==> src/rtl/nibble_serial_adder_ctrl.sv <==
// Wide add/subtract built from one 4-bit slice, iterated LSB nibble first.
// A start/busy/done handshake issues one operation at a time.
module nibble_serial_adder_ctrl #(
    parameter int unsigned NIBBLES = 4
) (
    input  logic                 CLK,
    input  logic                 RST,
    input  logic                 START,
    input  logic                 SUB,
    input  logic [4*NIBBLES-1:0] A,
    input  logic [4*NIBBLES-1:0] B,
    input  logic                 CARRY_IN,
    output logic                 BUSY,
    output logic                 DONE,
    output logic [4*NIBBLES-1:0] RESULT,
    output logic                 CARRY_OUT,
    output logic                 OVERFLOW
);
    localparam int unsigned W  = 4 * NIBBLES;
    localparam int unsigned IW = $clog2(NIBBLES);
    localparam logic [IW-1:0] LAST = IW'(NIBBLES - 1);

    typedef enum logic [1:0] {
        S_IDLE = 2'd0,
        S_RUN  = 2'd1,
        S_DONE = 2'd2
    } state_t;

    state_t        state, state_nxt;
    logic [W-1:0]  a_q, b_q, acc, acc_nxt;
    logic [IW-1:0] idx;
    logic          carry_q;
    logic [3:0]    a_nib, b_nib;
    logic [4:0]    sum5;
    logic          c3;

    // Slice datapath: the selected nibble pair plus the linking carry.
    always_comb begin
        a_nib   = a_q[idx*4 +: 4];
        b_nib   = b_q[idx*4 +: 4];
        sum5    = {1'b0, a_nib} + {1'b0, b_nib} + {4'b0, carry_q};
        c3      = a_nib[3] ^ b_nib[3] ^ sum5[3];
        acc_nxt = acc;
        acc_nxt[idx*4 +: 4] = sum5[3:0];
    end

    always_comb begin
        state_nxt = state;
        BUSY      = 1'b0;
        DONE      = 1'b0;
        case (state)
            S_IDLE: if (START) state_nxt = S_RUN;
            S_RUN: begin
                BUSY = 1'b1;
                if (idx == LAST) state_nxt = S_DONE;
            end
            S_DONE: begin
                BUSY      = 1'b1;
                DONE      = 1'b1;
                state_nxt = S_IDLE;
            end
            default: state_nxt = S_IDLE;
        endcase
    end

    always_ff @(posedge CLK) begin
        if (RST) begin
            state     <= S_IDLE;
            a_q       <= '0;
            b_q       <= '0;
            acc       <= '0;
            idx       <= '0;
            carry_q   <= 1'b0;
            RESULT    <= '0;
            CARRY_OUT <= 1'b0;
            OVERFLOW  <= 1'b0;
        end else begin
            state <= state_nxt;
            case (state)
                S_IDLE: begin
                    if (START) begin
                        a_q     <= A;
                        b_q     <= SUB ? ~B : B;
                        carry_q <= SUB ? 1'b1 : CARRY_IN;
                        acc     <= '0;
                        idx     <= '0;
                    end
                end
                S_RUN: begin
                    acc     <= acc_nxt;
                    carry_q <= sum5[4];
                    // Final nibble publishes everything at once; index holds at LAST.
                    if (idx == LAST) begin
                        RESULT    <= acc_nxt;
                        CARRY_OUT <= sum5[4];
                        OVERFLOW  <= c3 ^ sum5[4];
                    end else begin
                        idx <= idx + 1'b1;
                    end
                end
                default: ;
            endcase
        end
    end
endmodule

==> config.mk <==
export PLATFORM = sky130hd
export DESIGN_NAME = nibble_serial_adder_ctrl
export DESIGN_NICKNAME = d
export VERILOG_FILES = /design/src/rtl/nibble_serial_adder_ctrl.sv
export SDC_FILE = /design/constraint.sdc
export NUM_CORES = 1
export LEC_CHECK = 0
export CORE_MARGIN = 2
export CORE_UTILIZATION = 53
export DETAILED_ROUTE_END_ITERATION = 8
export GPL_ROUTABILITY_DRIVEN = 0
export GPL_TIMING_DRIVEN = 0
export PLACE_DENSITY = 0.79
export SYNTH_ARGS = -nofsm -noshare
export SYNTH_HDL_FRONTEND = slang
export SYNTH_SLANG_ARGS = --single-unit
export TNS_END_PERCENT = 50
==> constraint.sdc <==
create_clock -name CLK -period 3.2 [get_ports CLK]
set_input_delay 0.48 -clock CLK [delete_from_list [all_inputs] [get_ports CLK]]
set_output_delay 0.48 -clock CLK [all_outputs]
set_load 0.05 [all_outputs]
==> results.md, run 1 <==
- Status: finished clean
- Leakage: about 0.0015 uW
- Largest net degree at the start of global routing: 20
- Hold Path Origin: a_q[13]
- CTS tree: yes
- Share of layout cells above drive strength 1: 0.0952
- Actual slew at the worst max-slew pin: 0.502 ns
- Most frequent cells in the layout: dfxtp_1, clkdlybuf4s50_1, nor2_1, nand2_1, a211oi_1
- Crit path from: idx[0]
- Number of flops mapped to enable cells by yosys: 0
- Starting density of the core: 0.550
- Antenna viol nets, final: 0
- Worst path bufs/invs: 1
- Worst path most repeated cell: fa_1
- Die W: ~85 um
- Worst VDD drop: 303 uV
- Post-CTS setup buffer count: 0
- Clock Path Buffers: 2
- PortBufs: 54
- #FFs+latches synth: 71
- Post-synthesis cell area: 3490 um2
- Root buf cell: clkbuf_8
- Fin Setup TNS: 0 ns
- CTS Buf Count: 9
- CTS Sinks: between 70 and 80
- Max Clk Rate: approximately 0.33 GHz
- Skew-Pair Late Insertion Delay: approximately 0.36 ns
- Syn-to-layout area delta: 23.7%
- DRT iter0 DRCs: 180
- Final Critical Period: approximately 3.0 ns
- Gr ovfl total: 0
- Avg WL per Cell: about 15 um
- Final nets: just over 500
- Crit path DAT: 3.30 ns
- Final Hold Fails: 0
- Endpoint type of the worst setup path: flop
- Final Util: 0.681
- FF-to-FF setup slack: around 0.19 ns
- Die ar.: roughly 7300 um2
- Placed instance area: 4130 um2
- RR Startpoint: idx[0]
- Post-synth cell types: 46
- CP required: 3.48 ns
- Drt total wl: about 8300 um
- Ys flop type: dfxtp_1
- Crit path cell chain: buf_6 -> mux4_2 -> fa_1 -> fa_1 -> xor2_2 -> and3_1 -> nand2_1 -> a21oi_1
- HPWL after detailed placement: between 6000 and 7000 um
- Average via count per standard cell: about 5.7
- Ys async rst share: 0
- Crit share post-route: 0.942
- Leading cell type in the layout, fill and taps excluded: dfxtp_1
- Die Y: roughly 85 um
- Top delay family on crit path: adder cells
- Number of top-level pins: 57
- Vias in the first global route: between 3k and 4k
- Final setup fails: 0
- Resize count post-CTS: 1
- Yosys warnings: 0
- Slowest stage delay, CP: roughly 0.55 ns
- H-tree depth: 3
- Setup CP Type: flop to flop
- Inserted Diodes: 0
- Initial antenna violation count: 0
- Pre-antenna DRT Iters: 4
- Rel. slew slack: 0.664
- Slowest stage cell, crit path: mux4_2
- Final-report max-slew violation count: 0
- Routed vias: 3084
- CTS clk-pin slew, worst paths: roughly 0.08 ns
- Skew final: ~0.013 ns
- Core area: approximately 6300 um2
- Cell area after layout: 4320 um2
- Number of remaining DRC errors: 0
- RSZ-0062 raised after global routing: false
- P per Cell Area: between 400 and 500 nW/um2
- First-pass GRT wire length: 14000 um
- Synth Net Count: around 440
- Sequential element share of the synthesized area: 0.407
- Critical Path Fanout Max: 19
- Hold Buf Count CTS: 0
- Post-Syn Instances: 393
- Worst hold-check path type: flop to flop
- GRT Total Usage: 0.242
- Hold slack: roughly 0.46 ns
- Startpoint Class: flop
- Filler cells: 525
- MaxCap Viol Count: 0
- Avg Inst Size Synth: 8.89 um2
- FP Rows: 29
[final timing paths]
path	end	cells past startpoint
min	a_q[13]	2
min reg2reg	a_q[13]	2
max	acc[14]	8
max reg2reg	acc[14]	8
[cells in the mapped netlist (4+ instances only)]
cell       instances  share of area
a211oi_1          29          0.062
a21oi_1           26          0.037
a22oi_1            8          0.017
a2bb2oi_1          4          0.010
a311oi_1           4          0.010
a31oi_1            5         0.0090
buf_2             10          0.014
clkbuf_1          17          0.018
dfxtp_1           71           0.41
ha_1              12          0.043
inv_1              8         0.0086
mux2i_1            4          0.011
mux4_2             8          0.052
nand2_1           49          0.053
nor2_1            50          0.054
nor2b_1           13          0.023
o21ai_0           10          0.014
o2bb2ai_1          4          0.010
xnor2_1           16          0.040
[stage by stage]
| stage | total power [uW] | instances | setup slack, ns |
|---|---|---|---|
| after floorplan | 1210 | 393 | 0.276 |
| after global placement | 1320 | 524 | -0.0844 |
| after detailed placement | 1330 | 524 | -0.111 |
| after CTS | 1980 | 539 | 0.0338 |
| after global routing | 2060 | 539 | 0.0541 |
| final | 1980 | 539 | 0.186 |
[state kept, by name (all words and copies together), names as in the netlist, 2 cells and up]
register and flops:
RESULT 16, a_q 16, acc 16, b_q 16
idx 2, state 2
[kinds of logic (layout without fill, tap and decap cells)]
group	Yosys count	count (layout)	share of synthesized area
and+or+nand+nor	138	138	0.185
AOI/OAI and AO/OA	102	102	0.198
DFF	71	71	0.407
buffers and inverters	38	107	0.0476
xor gates and xnor gates	18	18	0.0451
adders and majority gates	14	14	0.0544
muxes	12	12	0.0630
[layer usage]
metal / share of wire / track usage
met5: 0 / 0
met4: 0.017 / 0.101
met3: 0.049 / 0.0564
met2: 0.50 / 0.416
met1: 0.43 / 0.290
[layout make-up]
cell class / count / area (um2) / area share
plain buffers: 29 / 133 / 0.0307
clock buffers: 11 / 151 / 0.0350
clock inverters: 5 / 32.5 / 0.00753
inverters: 8 / 30.0 / 0.00695
multi-input cells: 284 / 1920 / 0.444
flip-flops and latches: 71 / 1420 / 0.329
well taps: 77 / 96.3 / 0.0223
repair buffers: 54 / 541 / 0.125
[where the power goes]
group | leakage [uW] | total, uW | internal, uW | switching, uW
Sequential | 0.000579 | 944 | 923 | 20.8
Combinational | 0.000855 | 369 | 161 | 208
Clock | 0.0000873 | 668 | 320 | 348
[tightest hold or removal path: stages (launching register included)]
cell and delay (ns):
dfxtp_1 0.31, nand2_1 0.05, a21oi_1 0.05
No activity file was read; power rests on OpenSTA's default activity.
==> run 2, diff against run 1 <==
--- a/config.mk
+++ b/config.mk
@@ -5,7 +5,6 @@
 export SDC_FILE = /design/constraint.sdc
 export NUM_CORES = 1
 export LEC_CHECK = 0
-export CORE_MARGIN = 2
 export CORE_UTILIZATION = 53
 export DETAILED_ROUTE_END_ITERATION = 8
 export GPL_ROUTABILITY_DRIVEN = 0
==> results.md, run 2 (same netlist as run 1, synthesis figures left out) <==
- DRT iter0 DRCs: 143 (-21%)
- CTS Sinks: 71 (unchanged)
- Crit share post-route: 0.930 (-0.0116)
- Crit path DAT: 3.25 ns (-0.05 ns)
- First-pass GRT wire length: 14200 um (+1.8%)
- Inserted Diodes: 0 (unchanged)
- Initial antenna violation count: 0 (unchanged)
- Cells after DPL: 524 (unchanged)
- Core area: 6350 um2 (unchanged)
- DR top layer: met4
- Rel. slew slack: 0.579 (-0.0848)
- Number of top-level pins: 57 (unchanged)
- Worst VDD drop: 370 uV (+22%)
- P per Cell Area: 489 nW/um2 (+6.6%)
- Skew final: 0.00658 ns (-0.00648 ns)
- Footprint of the multi-input gates: 1920 um2 (+0.20%)
- Root buf cell: clkbuf_8
- Critical Path Fanout Max: 19 (unchanged)
- Leading cell type in the layout, fill and taps excluded: dfxtp_1
- Routed wl met3: 385 um (-4.5%)
- CTS clk-pin slew, worst paths: 0.08 ns (about the same)
- Final Hold Fails: 0 (unchanged)
- Drt total wl: 8480 um (+2.2%)
- Pre-antenna DRT Iters: 4 (unchanged)
- CP required: 3.47 ns (about the same)
- WL met1: 3540 um (-1.5%)
- Avg WL per Cell: 15.7 um (+2.2%)
- H-tree depth: 3 (unchanged)
- Final Util: 0.687 (+0.00670)
- Antenna viol nets, final: 0 (unchanged)
- Slowest stage delay, CP: 0.57 ns (+0.02 ns)
- Status: finished clean
- Vias in the first global route: 3121 (-0.064%)
- Top delay family on crit path: adder cells
- Die W: 83.2 um (-2.3%)
- FP Rows: 29 (unchanged)
- Actual slew at the worst max-slew pin: 0.631 ns (+0.129 ns)
- Skew-Pair Late Insertion Delay: 0.36 ns (about the same)
- Seq. cell area: 1420 um2 (unchanged)
- Number of remaining DRC errors: 0 (unchanged)
- Met2 wire len: 4290 um (+3.3%)
- Average via count per standard cell: 5.67 (-0.88%)
- Largest net degree at the start of global routing: 20 (unchanged)
- Max Clk Rate: 0.336 GHz (+1.2%)
- GRT Total Usage: 0.259 (+0.0175)
- Final Critical Period: 2.98 ns (-0.0370 ns)
- Startpoint Class: flop
- Setup CP Type: flop to flop
- Fin cells: 539 (unchanged)
- Gr ovfl total: 0 (unchanged)
- CTS tree: yes
- Share of layout cells above drive strength 1: 0.0952 (unchanged)
- CTS Buf Count: 9 (unchanged)
- Syn-to-layout area delta: 24.9%
- Crit path cell chain: buf_6 -> mux4_2 -> fa_1 -> fa_1 -> a21o_1 -> a21oi_2 -> xor2_1 -> a211oi_1
- MaxCap Viol Count: 0 (unchanged)
- RSZ-0062 raised after global routing: false
- Worst hold-check path type: flop to flop
- Filler cells: 534 (+1.7%)
- Slowest stage cell, crit path: mux4_2
- Endpoint type of the worst setup path: flop
- Die ar.: 6920 um2 (-4.6%)
- Final setup fails: 0 (unchanged)
- Worst path most repeated cell: fa_1
- PortBufs: 54 (unchanged)
- Hold Buf Count CTS: 0 (unchanged)
- Clock Path Buffers: 2 (unchanged)
- Power Total: 2130 uW (+7.6%)
- Routed vias: 3057 (-0.88%)
- Final nets: 508 (unchanged)
- Starting density of the core: 0.550 (unchanged)
- Final-report max-slew violation count: 0 (unchanged)
- Leakage: 0.00154 uW (+1.5%)
- Die Y: 83.2 um (-2.3%)
- HPWL after detailed placement: 6010 um (-1.7%)
- Worst path bufs/invs: 1 (unchanged)
- Most frequent cells in the layout: dfxtp_1, clkdlybuf4s50_1, nor2_1, nand2_1, a211oi_1
## run 2: repair_timing
action                     CTS  global route
pin swaps                    0             0
resized for setup            1             4
setup endpoints to repair   14            11
setup buffers                0             0
## run 2: path summary, 6_finish.rpt
path | start | endpoint | slack, ns | depth (start not counted)
setup / recovery | idx[0] | OVERFLOW | 0.22 | 8
hold / removal | a_q[10] | a_q[10] | 0.46 | 2
setup reg to reg | idx[0] | OVERFLOW | 0.22 | 8
hold reg to reg | a_q[10] | a_q[10] | 0.46 | 2
## run 2: layer usage
metal | vias to the layer above | GRT usage
met5 | - | 0
li1 | 1513 | -
met1 | 1433 | 0.312
met4 | 0 | 0.161
met2 | 88 | 0.433
met3 | 23 | 0.0427
## run 2: metrics by stage
| step | setup TNS [ns] | hold slack [ns] | area (um2) | setup WS [ns] |
|---|---|---|---|---|
| 2_1_floorplan | 0 | 0.433 | 3490 | 0.276 |
| 3_3_place_gp | -0.360 | 0.439 | 4130 | -0.0790 |
| 3_5_place_dp | -0.408 | 0.446 | 4130 | -0.0831 |
| 4_1_cts | 0 | 0.457 | 4360 | 0.0956 |
| 5_1_grt | 0 | 0.472 | 4360 | 0.0570 |
| 6_report | 0 | 0.459 | 4360 | 0.223 |
## run 2: tightest hold or removal path: stages (launching register included)
cell     delay (ns)
dfxtp_1        0.31
nand2_1        0.05
a21oi_1        0.05
## run 2: report_power, final
part / switching, uW / internal (uW)
Clock: 353 / 460
Sequential: 22.1 / 923
Combinational: 213 / 162
## run 2: layout make-up
class	count	area share
multi-input combinational	284	0.440
tap	77	0.0221
clock buffer	11	0.0324
timing repair buffer	54	0.124
buffer	29	0.0304
sequential	71	0.326
clock inverter	5	0.0186
inverter	8	0.00688
